$ cat config.mk
export PLATFORM = sky130hd
export DESIGN_NAME = stepper_seq
export DESIGN_NICKNAME = d
export VERILOG_FILES = /design/src/rtl/stepper_seq.sv
export SDC_FILE = /design/constraint.sdc
export NUM_CORES = 1
export LEC_CHECK = 0
export ABC_AREA = 1
export CAP_MARGIN = 15
export CORE_AREA = 8 8 115 117
export CTS_BUF_LIST = sky130_fd_sc_hd__clkbuf_8
export DETAILED_ROUTE_END_ITERATION = 8
export DIE_AREA = 0 0 123 125
export DONT_BUFFER_PORTS = 1
export HOLD_SLACK_MARGIN = 0.1
export PLACE_DENSITY = 0.83
export SETUP_SLACK_MARGIN = 0.02
export SYNTH_ARGS = -nofsm -noshare
export SYNTH_HDL_FRONTEND = slang
export SYNTH_SLANG_ARGS = --single-unit
$ cat constraint.sdc
create_clock -name clk -period 2.6 [get_ports clk]
set_clock_uncertainty 0.15 [all_clocks]
set_input_delay 0.65 -clock clk [delete_from_list [all_inputs] [get_ports clk]]
set_output_delay 0.65 -clock clk [all_outputs]
set_load 0.01 [all_outputs]
$ cat src/rtl/stepper_seq.sv
// Four-coil stepper sequencer: runs a latched move command through the half-step
// coil table at a programmable rate and tracks signed absolute position.
module stepper_seq #(
  parameter int COUNT_W = 16,
  parameter int DIV_W   = 16,
  parameter int POS_W   = 24
) (
  input  logic               clk,
  input  logic               rst,
  input  logic               start,
  input  logic               stop,
  input  logic               dir,
  input  logic [1:0]         mode,
  input  logic [COUNT_W-1:0] steps,
  input  logic [DIV_W-1:0]   period,
  input  logic               hold,
  output logic [3:0]         motorControl,
  output logic               busy,
  output logic               done,
  output logic               aborted,
  output logic [COUNT_W-1:0] remaining,
  output logic [POS_W-1:0]   position
);

  typedef enum logic [0:0] {
    IDLE = 1'b0,
    RUN  = 1'b1
  } state_t;

  state_t             state_r, state_s;
  logic [2:0]         idx_r, idx_s;
  logic [POS_W-1:0]   pos_r, pos_s;
  logic [COUNT_W-1:0] rem_r, rem_s;
  logic [DIV_W-1:0]   div_r, div_s;
  logic [DIV_W-1:0]   last_r, last_s;
  logic               dir_r, dir_s;
  logic               half_r, half_s;
  logic               busy_r, busy_s;
  logic               done_r, done_s;
  logic               abort_r, abort_s;
  logic [3:0]         coil_r, coil_s;
  logic               step_s;
  logic [2:0]         idx_inc_s;
  logic [POS_W-1:0]   pos_inc_s;
  logic [2:0]         idx_adv_s;
  logic [POS_W-1:0]   pos_adv_s;

  function automatic logic [3:0] coil_pattern(input logic [2:0] i);
    logic [3:0] p;
    case (i)
      3'd0:    p = 4'b1000;
      3'd1:    p = 4'b1100;
      3'd2:    p = 4'b0100;
      3'd3:    p = 4'b0110;
      3'd4:    p = 4'b0010;
      3'd5:    p = 4'b0011;
      3'd6:    p = 4'b0001;
      3'd7:    p = 4'b1001;
      default: p = 4'b0000;
    endcase
    return p;
  endfunction

  // Next-state, step datapath and coil output decode
  always_comb begin
    state_s = state_r;
    idx_s   = idx_r;
    pos_s   = pos_r;
    rem_s   = rem_r;
    div_s   = div_r;
    last_s  = last_r;
    dir_s   = dir_r;
    half_s  = half_r;
    done_s  = 1'b0;
    abort_s = abort_r;

    // last_r holds P-1, so a step fires when the divider reaches it
    step_s    = (div_r == last_r);
    idx_inc_s = half_r ? 3'd1 : 3'd2;
    pos_inc_s = {{(POS_W-2){1'b0}}, (half_r ? 2'b01 : 2'b10)};
    idx_adv_s = dir_r ? (idx_r + idx_inc_s) : (idx_r - idx_inc_s);
    pos_adv_s = dir_r ? (pos_r + pos_inc_s) : (pos_r - pos_inc_s);

    case (state_r)
      IDLE: begin
        if (start) begin
          if (steps != {COUNT_W{1'b0}}) begin
            state_s = RUN;
            dir_s   = dir;
            half_s  = mode[1];
            rem_s   = steps;
            div_s   = {DIV_W{1'b0}};
            last_s  = (period == {DIV_W{1'b0}}) ? {DIV_W{1'b0}} : (period - {{(DIV_W-1){1'b0}}, 1'b1});
            abort_s = 1'b0;
            case (mode)
              2'b00:   idx_s = {idx_r[2:1], 1'b0};
              2'b01:   idx_s = {idx_r[2:1], 1'b1};
              default: idx_s = idx_r;
            endcase
          end else begin
            done_s  = 1'b1;
            abort_s = 1'b0;
          end
        end else begin
          state_s = IDLE;
        end
      end
      RUN: begin
        if (step_s && (rem_r == {{(COUNT_W-1){1'b0}}, 1'b1})) begin
          // Final step wins over a simultaneous stop
          idx_s   = idx_adv_s;
          pos_s   = pos_adv_s;
          rem_s   = {COUNT_W{1'b0}};
          div_s   = {DIV_W{1'b0}};
          state_s = IDLE;
          done_s  = 1'b1;
          abort_s = 1'b0;
        end else if (stop) begin
          state_s = IDLE;
          done_s  = 1'b1;
          abort_s = 1'b1;
        end else if (step_s) begin
          idx_s = idx_adv_s;
          pos_s = pos_adv_s;
          rem_s = rem_r - {{(COUNT_W-1){1'b0}}, 1'b1};
          div_s = {DIV_W{1'b0}};
        end else begin
          div_s = div_r + {{(DIV_W-1){1'b0}}, 1'b1};
        end
      end
      default: begin
        state_s = IDLE;
      end
    endcase

    busy_s = (state_s == RUN);
    if (busy_s || hold) begin
      coil_s = coil_pattern(idx_s);
    end else begin
      coil_s = 4'b0000;
    end
  end

  // State and output registers
  always_ff @(posedge clk or negedge rst) begin
    if (!rst) begin
      state_r <= IDLE;
      idx_r   <= 3'd0;
      pos_r   <= {POS_W{1'b0}};
      rem_r   <= {COUNT_W{1'b0}};
      div_r   <= {DIV_W{1'b0}};
      last_r  <= {DIV_W{1'b0}};
      dir_r   <= 1'b0;
      half_r  <= 1'b0;
      busy_r  <= 1'b0;
      done_r  <= 1'b0;
      abort_r <= 1'b0;
      coil_r  <= 4'b0000;
    end else begin
      state_r <= state_s;
      idx_r   <= idx_s;
      pos_r   <= pos_s;
      rem_r   <= rem_s;
      div_r   <= div_s;
      last_r  <= last_s;
      dir_r   <= dir_s;
      half_r  <= half_s;
      busy_r  <= busy_s;
      done_r  <= done_s;
      abort_r <= abort_s;
      coil_r  <= coil_s;
    end
  end

  assign motorControl = coil_r;
  assign busy         = busy_r;
  assign done         = done_r;
  assign aborted      = abort_r;
  assign remaining    = rem_r;
  assign position     = pos_r;

endmodule
==> flow_summary_export.csv, run 1 <==
group,metric,value,unit
setup_path,r2r_slack,0.11,ns
timing,whs,-0.190,ns
yosys,synth_fp_nets,928,
yosys,syn_inst,857,
yosys,synth-seq-area-share,0.346,
timing,max_freq,402,MHz
routing,drc,0,
die,die_y,125,um
job,cap_viol_max_count,0,
global_route,grt_pass1_vias,5310,
outcome,outcome,"complete, but fails checks",
placement,hpwl,11700,um
timing,finalSetupViolations,0,
yosys,yosys.area_share.adder,0.0663,
routing,via_count,5739,
timing,grt_setup_unrepaired,"yes",
die,die_area,0.0154,mm2
setup_path,crit_start,"dir_r",
setup_path,worstRegToRegCells,11,
yosys,synth_xor_area_frac,0.0634,
timing,timing_hold_violations_final,84,
yosys,synth-main-ff-cell,"dfrtp_1",
routing,drtIter0Drc,449,
yosys,synth_compound_area_frac,0.137,
placement,gp_congestion,0.904,
timing,slew_headroom,0.516,
yosys,ys_async_sr_fraction,1.00,
yosys,yosysWarningCount,0,
yosys,muxShareOfSynthArea,0,
placement,port_buffers,0,
power,power-per-cell-area,683,mW/mm2
timing,worstMarginPinSlew,0.719,ns
clock_network,worstSkewPairLatency,0.38,ns
power,power.leakage,0.00331,uW
clock_network,cts_tree,"yes",
setup_path,crit_fanout,5,
clock_network,clockBufferDepth,2,
routing,drt-pass1-iter-count,5,
routing,wl_per_cell,15.2,um
yosys,syn_area,0.00608,mm2
die,start_util,0.524,
final_layout,diodes,0,
timing,finalCritPeriodShare,0.957,
setup_path,crit_path_start_kind,"flop",
final_layout,nFillCells,1116,
timing,setup_tns,0,ns
yosys,synth_top_family_by_area,"simple AND/OR/NAND/NOR gates",
setup_path,critPathRequiredTime,2.76,ns
outcome,violations,"hold timing",
yosys,synth_edf_count,0,
routing,ant_nets,0,
placement,dp_slack,0.0790,ns
setup_path,critPathCapture,"position[22]",
global_route,gr-usage-all-layers,0.205,
die,die_w,123,um
timing,fin_crit,2.49,ns
global_route,grt_pass1_wl,25800,um
routing,viasPerCell,5.59,
final_layout,area_growth,8.91,%
setup_path,timing.rr.end,"position[22]",
setup_path,critPathKind,"reg2reg",
clock_network,cts.sinks,84,
routing,wirelength,15600,um
timing,fin_ws,0.111,ns
yosys,yosys_register_bits,84,
die,core,0.0116,mm2
die,pin_count,87,
final_layout,layout.nets,945,
setup_path,critical_path_arrival,2.65,ns
global_route,grt_max_degree,85,
clock_network,htreeDepth,3,
setup_path,worstSetupEndpointType,"flop",
yosys,synth_cell_types,38,
yosys,syn_avg_cell_area,7.09,um2
hold_path,hold_class,"in2async",
clock_network,clk_pin_slew,0.09,ns
timing,drv_slew,0,
yosys,synth-simple-area-share,0.302,
die,rows,40,
global_route,grt_antenna_before_repair,0,
clock_network,cts_made_buffers,9,
clock_network,cts_root_buf,"clkbuf_8",
setup_path,r2r-start,"dir_r",
power,peakVddDrop,0.629,mV
global_route,gr-total-overflow,0,
final_layout,drive_gt1_frac,0.0978,
how the worst min path moves through the flow:
stage                                  to  start  cells after the start
after floorplan                   aborted    rst                      0
after global placement        position[7]    rst                      0
after detailed placement      position[9]    rst                      0
after CTS                     position[3]    rst                      0
after global routing      motorControl[3]    rst                      0
final                        position[13]    rst                      0
state kept, by name, summed over array words and instances, names as in the netlist:
signal,count
idx_r,3
busy,1
motorControl,4
half_r,1
aborted,1
dir_r,1
done,1
position,24
div_r,16
last_r,16
remaining,16
synth_stat cells (4+ instances only):
library cell | n | share of area
nand2_1 | 234 | 0.14
inv_1 | 98 | 0.061
dfrtp_1 | 84 | 0.35
nor2_1 | 74 | 0.046
o21ai_0 | 50 | 0.041
nand3_1 | 47 | 0.039
a21oi_1 | 46 | 0.038
ha_1 | 29 | 0.060
o22ai_1 | 28 | 0.029
xor2_1 | 28 | 0.040
nand4_1 | 26 | 0.027
nor3_1 | 16 | 0.013
xnor2_1 | 16 | 0.023
inv_2 | 9 | 0.0056
o21ai_1 | 8 | 0.0066
clkbuf_1 | 7 | 0.0043
buf_2 | 6 | 0.0049
nand2_2 | 6 | 0.0062
nor4_1 | 6 | 0.0062
o21ai_2 | 4 | 0.0058
or2_2 | 4 | 0.0041
kinds of logic after synthesis:
logic type      Yosys count
buf+inv                 126
compound gates          150
fa+ha+maj                31
flops                    84
simple gates            422
xor+xnor                 44
layer usage:
layer,vias up,wire length [um],global-route usage
met5,-,0,0
met4,0,436,0.0914
met3,39,1070,0.0563
met2,172,7360,0.320
met1,2666,6690,0.259
li1,2862,-,-
worst max-delay path: stages (launching register included):
cell and delay [ns]:
dfrtp_2 0.44, buf_12 0.12, clkinvlp_4 0.12, ha_1 0.36, a21oi_1 0.30, o21ai_0 0.17
a21oi_1 0.18, o21ai_2 0.10, a21oi_1 0.18, nand2b_1 0.14, nand3_1 0.08, nand2_1 0.09
cell type report:
cell class                 count  area, um2  area share
timing repair buffer          23        185      0.0280
sequential                    84       2100       0.318
clock buffer                  10        138      0.0208
inverter                     108        410      0.0620
multi-input combinational    647       3510       0.529
tap                          147        184      0.0278
clock inverter                 6       87.6      0.0132
timing repair inverter         1       7.51     0.00113
metrics by stage:
step           std cells  utilization  hold slack, ns  instance area [um2]  total power [uW]
2_1_floorplan        857            -           0.204                 6080              3050
3_3_place_gp        1007        0.543           0.209                 6310              3370
3_5_place_dp        1007        0.543           0.208                 6310              3400
4_1_cts             1023        0.563          -0.210                 6530              4490
5_1_grt             1026        0.570          -0.211                 6620              4850
6_report            1026        0.570          -0.190                 6620              4520
layout by cell type, fill, tap and decap left out, types with 2 or more instances in the layout:
| cell type | n |
|---|---|
| o21ai_1 | 9 |
| o31ai_1 | 3 |
| clkinv_2 | 3 |
| dfrtp_1 | 83 |
| nor3_1 | 15 |
| clkinvlp_4 | 2 |
| ha_1 | 27 |
| bufinv_16 | 2 |
| a21oi_2 | 4 |
| nand2_2 | 6 |
| clkbuf_8 | 10 |
| inv_1 | 97 |
| xor2_1 | 28 |
| nand3_2 | 2 |
| nand3_1 | 47 |
| o21bai_1 | 2 |
| or2_2 | 4 |
| nand2_1 | 234 |
| ha_2 | 2 |
| nand2_4 | 2 |
| o22ai_1 | 28 |
| xnor2_1 | 16 |
| clkinv_4 | 2 |
| inv_2 | 9 |
| nor4_1 | 4 |
| nor4_2 | 2 |
| buf_4 | 22 |
| nand4_1 | 26 |
| a31oi_1 | 2 |
| nor2_1 | 74 |
| o21ai_0 | 47 |
| a21o_1 | 3 |
| o21ai_2 | 6 |
| nor2_4 | 3 |
| a21oi_1 | 42 |
power by group:
group	internal (uW)	switching, uW	leakage [uW]
combinational	602	1000	0.00209
clock	567	511	0.000116
sequential	1520	324	0.00110
timing repair:
item                                   CTS  global route
setup endpoints to repair                0            13
setup buffers                            0             2
endpoints found under the hold margin   84            84
gates resized for setup                  0            19
(Power assumes the default switching activity.)
==> run 2: changes to the inputs <==
--- a/config.mk
+++ b/config.mk
@@ -12,6 +12,7 @@
 export DETAILED_ROUTE_END_ITERATION = 8
 export DIE_AREA = 0 0 123 125
 export DONT_BUFFER_PORTS = 1
+export GPL_TIMING_DRIVEN = 0
 export HOLD_SLACK_MARGIN = 0.1
 export PLACE_DENSITY = 0.83
 export SETUP_SLACK_MARGIN = 0.02
==> flow_summary_export.csv, run 2 (synthesized netlist as in run 1, its figures left out) <==
group,metric,value,unit
timing,finalCritPeriodShare,0.947,
global_route,grt_pass1_vias,5646,
global_route,top_usage_layer,"met2",
die,start_util,0.524,
outcome,violations,"hold timing",
timing,worstMarginPinSlew,0.637,ns
timing,drv_slew,0,
final_layout,final_cell_mix,"nand2_1 (231), inv_1 (97), dfrtp_1 (83)",
timing,fin_crit,2.46,ns
timing,timing_hold_violations_final,84,
die,rows,40,
final_layout,diodes,0,
die,die_w,123,um
job,cap_viol_max_count,0,
final_layout,largest_register_ff_count,24,
setup_path,path_cells,"clkinvlp_4, buf_6, ha_2, a21oi_4, nand2_1, a21oi_4, inv_1, nand2_1, nand2_1, nand2_1, nand2_1, or2_2, nand3_1, nand2_1",
clock_network,htreeDepth,3,
final_layout,area_growth,9.80,%
final_layout,final_common_cell,"nand2_1",
clock_network,cts_made_buffers,9,
die,die_y,125,um
placement,port_buffers,0,
global_route,gr-total-overflow,0,
placement,place_area,0.00626,mm2
setup_path,critical_path_arrival,2.58,ns
final_layout,layout.nets,949,
timing,slew_headroom,0.571,
setup_path,crit_fanout,9,
clock_network,cts.sinks,84,
timing,max_freq,406,MHz
global_route,grt_max_degree,85,
routing,viasPerCell,5.62,
timing,grt_setup_unrepaired,"yes",
setup_path,crit_buf_inv,3,
hold_path,hold_class,"in2async",
global_route,met2_usage,0.356,
die,core,0.0116,mm2
setup_path,crit_top_cell,"nand2_1",
die,die_area,0.0154,mm2
power,peakVddDrop,0.454,mV
clock_network,clk_pin_slew,0.09,ns
timing,whs,-0.187,ns
routing,wirelength,15700,um
routing,via_count,5789,
final_layout,utilization,0.575,
global_route,grt_pass1_wl,26300,um
die,pin_count,87,
placement,hpwl,12000,um
setup_path,slowest_delay,0.47,ns
timing,finalSetupViolations,0,
global_route,gr-usage-all-layers,0.210,
clock_network,cts_tree,"yes",
timing,fin_ws,0.138,ns
timing,setup_tns,0,ns
setup_path,slowest_stage,"dfrtp_2",
routing,drt-pass1-iter-count,5,
clock_network,worstSkewPairLatency,0.37,ns
setup_path,crit_family,"simple AND/OR/NAND/NOR gates",
placement,gp_congestion,0.918,
routing,drtIter0Drc,396,
final_layout,nFillCells,1087,
routing,drc,0,
global_route,grt_antenna_before_repair,0,
routing,ant_nets,0,
setup_path,critPathKind,"reg2reg",
power,power.leakage,0.00328,uW
clock_network,clockBufferDepth,2,
setup_path,worstSetupEndpointType,"flop",
routing,wl_per_cell,15.2,um
global_route,grt_util_met1,0.248,
global_route,use_met3,0.0536,
power,power-per-cell-area,673,mW/mm2
final_layout,drive_gt1_frac,0.110,
final_layout,fin_area,0.00668,mm2
setup_path,crit_path_start_kind,"flop",
setup_path,critPathRequiredTime,2.72,ns
placement,dp_slack,-0.706,ns
clock_network,cts_root_buf,"clkbuf_8",
outcome,outcome,"complete, but fails checks",
-- run 2: cell types whose count changed in the layout (fill, tap and decap cells not counted), moves of 3 or more --
cell	change
a21oi_1	-7
a21oi_2	+5
buf_2	+6
buf_4	-13
buf_6	+4
clkbuf_1	+6
clkinvlp_4	+3
ha_1	-3
nand2_1	-3
nand2_2	+3
-- run 2: what timing repair did --
item	in CTS	in global routing
cloned	1	0
pin swaps	1	5
endpoints found under the hold margin	84	84
setup endpoints to repair	18	19
resized for setup	10	29
setup buffers	6	3
-- run 2: power breakdown --
part	total, uW	internal [uW]	switching [uW]
clock	1000	477	526
combinational	1640	623	1020
sequential	1850	1520	330
total	4490	2620	1870
-- run 2: final timing paths --
kind	from	endpoint	slack [ns]	depth (start not counted)
worst min register to register	aborted	aborted	0.42	2
worst min-delay path	rst	position[9]	-0.19	0
worst max-delay path	dir_r	position[19]	0.14	14
max in group asynchronous	rst	dir_r	2.34	0
worst max register to register	dir_r	position[19]	0.14	14
min in group clk	period[0]	last_r[0]	0.23	1
-- run 2: area by class of cell --
class | count | area [um2] | share of cell area
Timing Repair Buffer | 9 | 71.3 | 0.0107
Inverter | 108 | 410 | 0.0615
Clock inverter | 6 | 70.1 | 0.0105
Timing Repair inverter | 1 | 7.51 | 0.00112
Clock buffer | 10 | 138 | 0.0206
Buffer | 18 | 114 | 0.0171
Tap cell | 147 | 184 | 0.0276
Multi-Input combinational cell | 647 | 3580 | 0.536
Sequential cell | 84 | 2100 | 0.315
-- run 2: per-layer routing --
metal	vias to the layer above	share of wire
met2	168	0.50
met5	-	0
met4	0	0.021
li1	2879	-
met3	31	0.068
met1	2711	0.41
-- run 2: worst register-to-register path, stage by stage (launching register included) --
cell and delay (ns):
dfrtp_2 0.47, clkinvlp_4 0.09, buf_6 0.15, ha_2 0.34, a21oi_4 0.18, nand2_1 0.10
a21oi_4 0.16, inv_1 0.08, nand2_1 0.06, nand2_1 0.07, nand2_1 0.06, nand2_1 0.06
or2_2 0.27, nand3_1 0.07, nand2_1 0.05
-- run 2: metrics by stage --
| stage | total power (uW) | instances |
|---|---|---|
| floorplan | 3050 | 857 |
| global placement | 3360 | 1004 |
| global route | 4830 | 1030 |
| CTS | 4450 | 1027 |
| detailed placement | 3400 | 1004 |
| finish | 4490 | 1030 |
==> RTL change (flow settings as in run 2) <==
`COUNT_W`: 16 -> 18.
--- a/src/rtl/stepper_seq.sv
+++ b/src/rtl/stepper_seq.sv
@@ -1,7 +1,7 @@
 // Four-coil stepper sequencer: runs a latched move command through the half-step
 // coil table at a programmable rate and tracks signed absolute position.
 module stepper_seq #(
-  parameter int COUNT_W = 16,
+  parameter int COUNT_W = 18,
   parameter int DIV_W   = 16,
   parameter int POS_W   = 24
 ) (
Interface: changed (resized remaining and steps); port bits go from 87 to 91. No check against the original RTL was run, so the function may have changed too.
==> RTL change against run 2 <==
- the run still ends with hold timing left
- largest power group unchanged
- clock power is 4% lower
- synthesized cell count grew 4.2%
- global-route usage rose by 0.31 points
- cell area up 2.8%
- synthesized area increased by 3.7%
- worst setup slack got worse by 0.0043 ns
- sequential cell count up 2
- routed wire length grew 3.0%
- critical path depth shrank 2
- worst hold slack lost 0.0092 ns
- total power up 1.5%
- sequential share of layout area down 0.10 points
==> RTL change: results (changes against run 2) <==
Worst path slowest cell dfrtp_2 (unchanged); vias in the first global route 5,526 (was 5,646); met2 Use GR 0.3590 (was 0.3558); M3 GR Usage 0.04815 (was 0.05356); internal power 0.002650 W (was 0.002618 W); routing usage on met1 0.2518 (was 0.2477); iteration-0 DRC count of the detailed router 450 (was 396); area post-placement 6491 um2 (was 6264 um2); status finished, violations left (unchanged); Top delay family on crit path simple AND/OR/NAND/NOR gates (unchanged); hold_ws -0.1960 ns (was -0.1868 ns); clock transition at the registers of the reported paths 0.09 ns (about the same); Cell Count, Final, Fillers Out 1,065 (was 1,030); CTS Buf Count 9 (unchanged); Post-Synthesis Cells 893 (was 857); final hold vios 86 (was 84); async set-or-reset flop fraction in the synthesized netlist 1.000 (unchanged); wire length on met3 1123 um (was 1072 um); power of the clock network 0.000963 W (was 0.00100 W); port bufs 0 (unchanged); failing checks hold timing (unchanged); half-perimeter wire length after placement 12,300 um (was 11,980 um); worst-skew pair later-pin latency 0.38 ns; final critical-path required period 2.467 ns (was 2.462 ns); Synth Area in XOR/XNOR 0.06804 (was 0.06339); FF-to-FF path depth 12 (was 14); register area share after synthesis 0.3412 (was 0.3458); pre-CTS WS -0.6196 ns (was -0.7062 ns); Crit Path Max Fanout 8 (was 9); met2 wire length 7927 um (was 7871 um); Largest register FFs 24 (unchanged); M1 WL 6647 um (was 6429 um); DRT Pass-1 Iters 5 (unchanged); total sequential power 0.00189 W (was 0.00185 W); crit path launch dir_r (unchanged); leakage 3.408 nW (was 3.284 nW); All-Layer GR Usage 0.2127 (was 0.2097); first-pass GRT wire length 26,340 um (was 26,300 um); synth top area cells dfrtp_1 (34%), nand2_1 (15%), inv_1 (6.2%), ha_1 (5.8%), nor2_1 (4.3%) (was dfrtp_1 (35%), nand2_1 (14%), inv_1 (6.1%), ha_1 (6.0%), nor2_1 (4.6%)); Worst Path Arrival 2.59 ns (was 2.58 ns); fraction of layout cells with a size suffix above 1 0.1068 (was 0.1099); routability cong. 0.9397 (was 0.9182); number of fill cells 1,100 (was 1,087); vias per std cell 5.542 (was 5.620); Worst Max-Slew Pin Slew 0.7854 ns (was 0.6373 ns); # nets final 987 (was 949); Synth Area in Adders 0.06388 (was 0.06627); clock share of power 0.211 (was 0.223); slowest stage delay, CP 0.44 ns (was 0.47 ns); maximum VDD drop 0.4520 mV (was 0.4539 mV); pin count of the biggest net entering global routing 87 (was 85); Post-Place Cells 1,040 (was 1,004); Synthesis Warnings 0 (unchanged); Syn Nets 966 (was 928); Compound-Gate Fraction of Synth Area 0.1303 (was 0.1371); post-synthesis mux area share 0 (unchanged); final wirelength 16,180 um (was 15,710 um); commonest cells in the netlist nand2_1 (248), inv_1 (105), dfrtp_1 (86) (was nand2_1 (234), inv_1 (98), dfrtp_1 (84)); Cell variety after synth 43 (was 38)
RTL change: through the flow:
stage	utilization	TNS (ns)
6_report	0.5908	0
5_1_grt	0.5908	-0.02109
4_1_cts	0.5793	0
3_5_place_dp	0.5591	-7.173
3_3_place_gp	0.5591	-6.309
2_1_floorplan	-	0
RTL change: repair_timing:
action,CTS,global route
endpoints found under the hold margin,86,86
endpoints found under the setup margin,19,13
setup buffers,3,6
gates cloned,1,0
pin swaps,0,7
gates resized for setup,9,25
RTL change: cell type report:
cell class / count / share of cell area
Multi-Input combinational cell: 673 / 0.5395
Sequential cell: 86 / 0.3141
Inverter: 115 / 0.06420
Tap cell: 147 / 0.02681
Clock buffer: 10 / 0.02006
Buffer: 19 / 0.01696
Timing Repair Buffer: 9 / 0.009849
Clock inverter: 5 / 0.007478
Timing Repair inverter: 1 / 0.001094
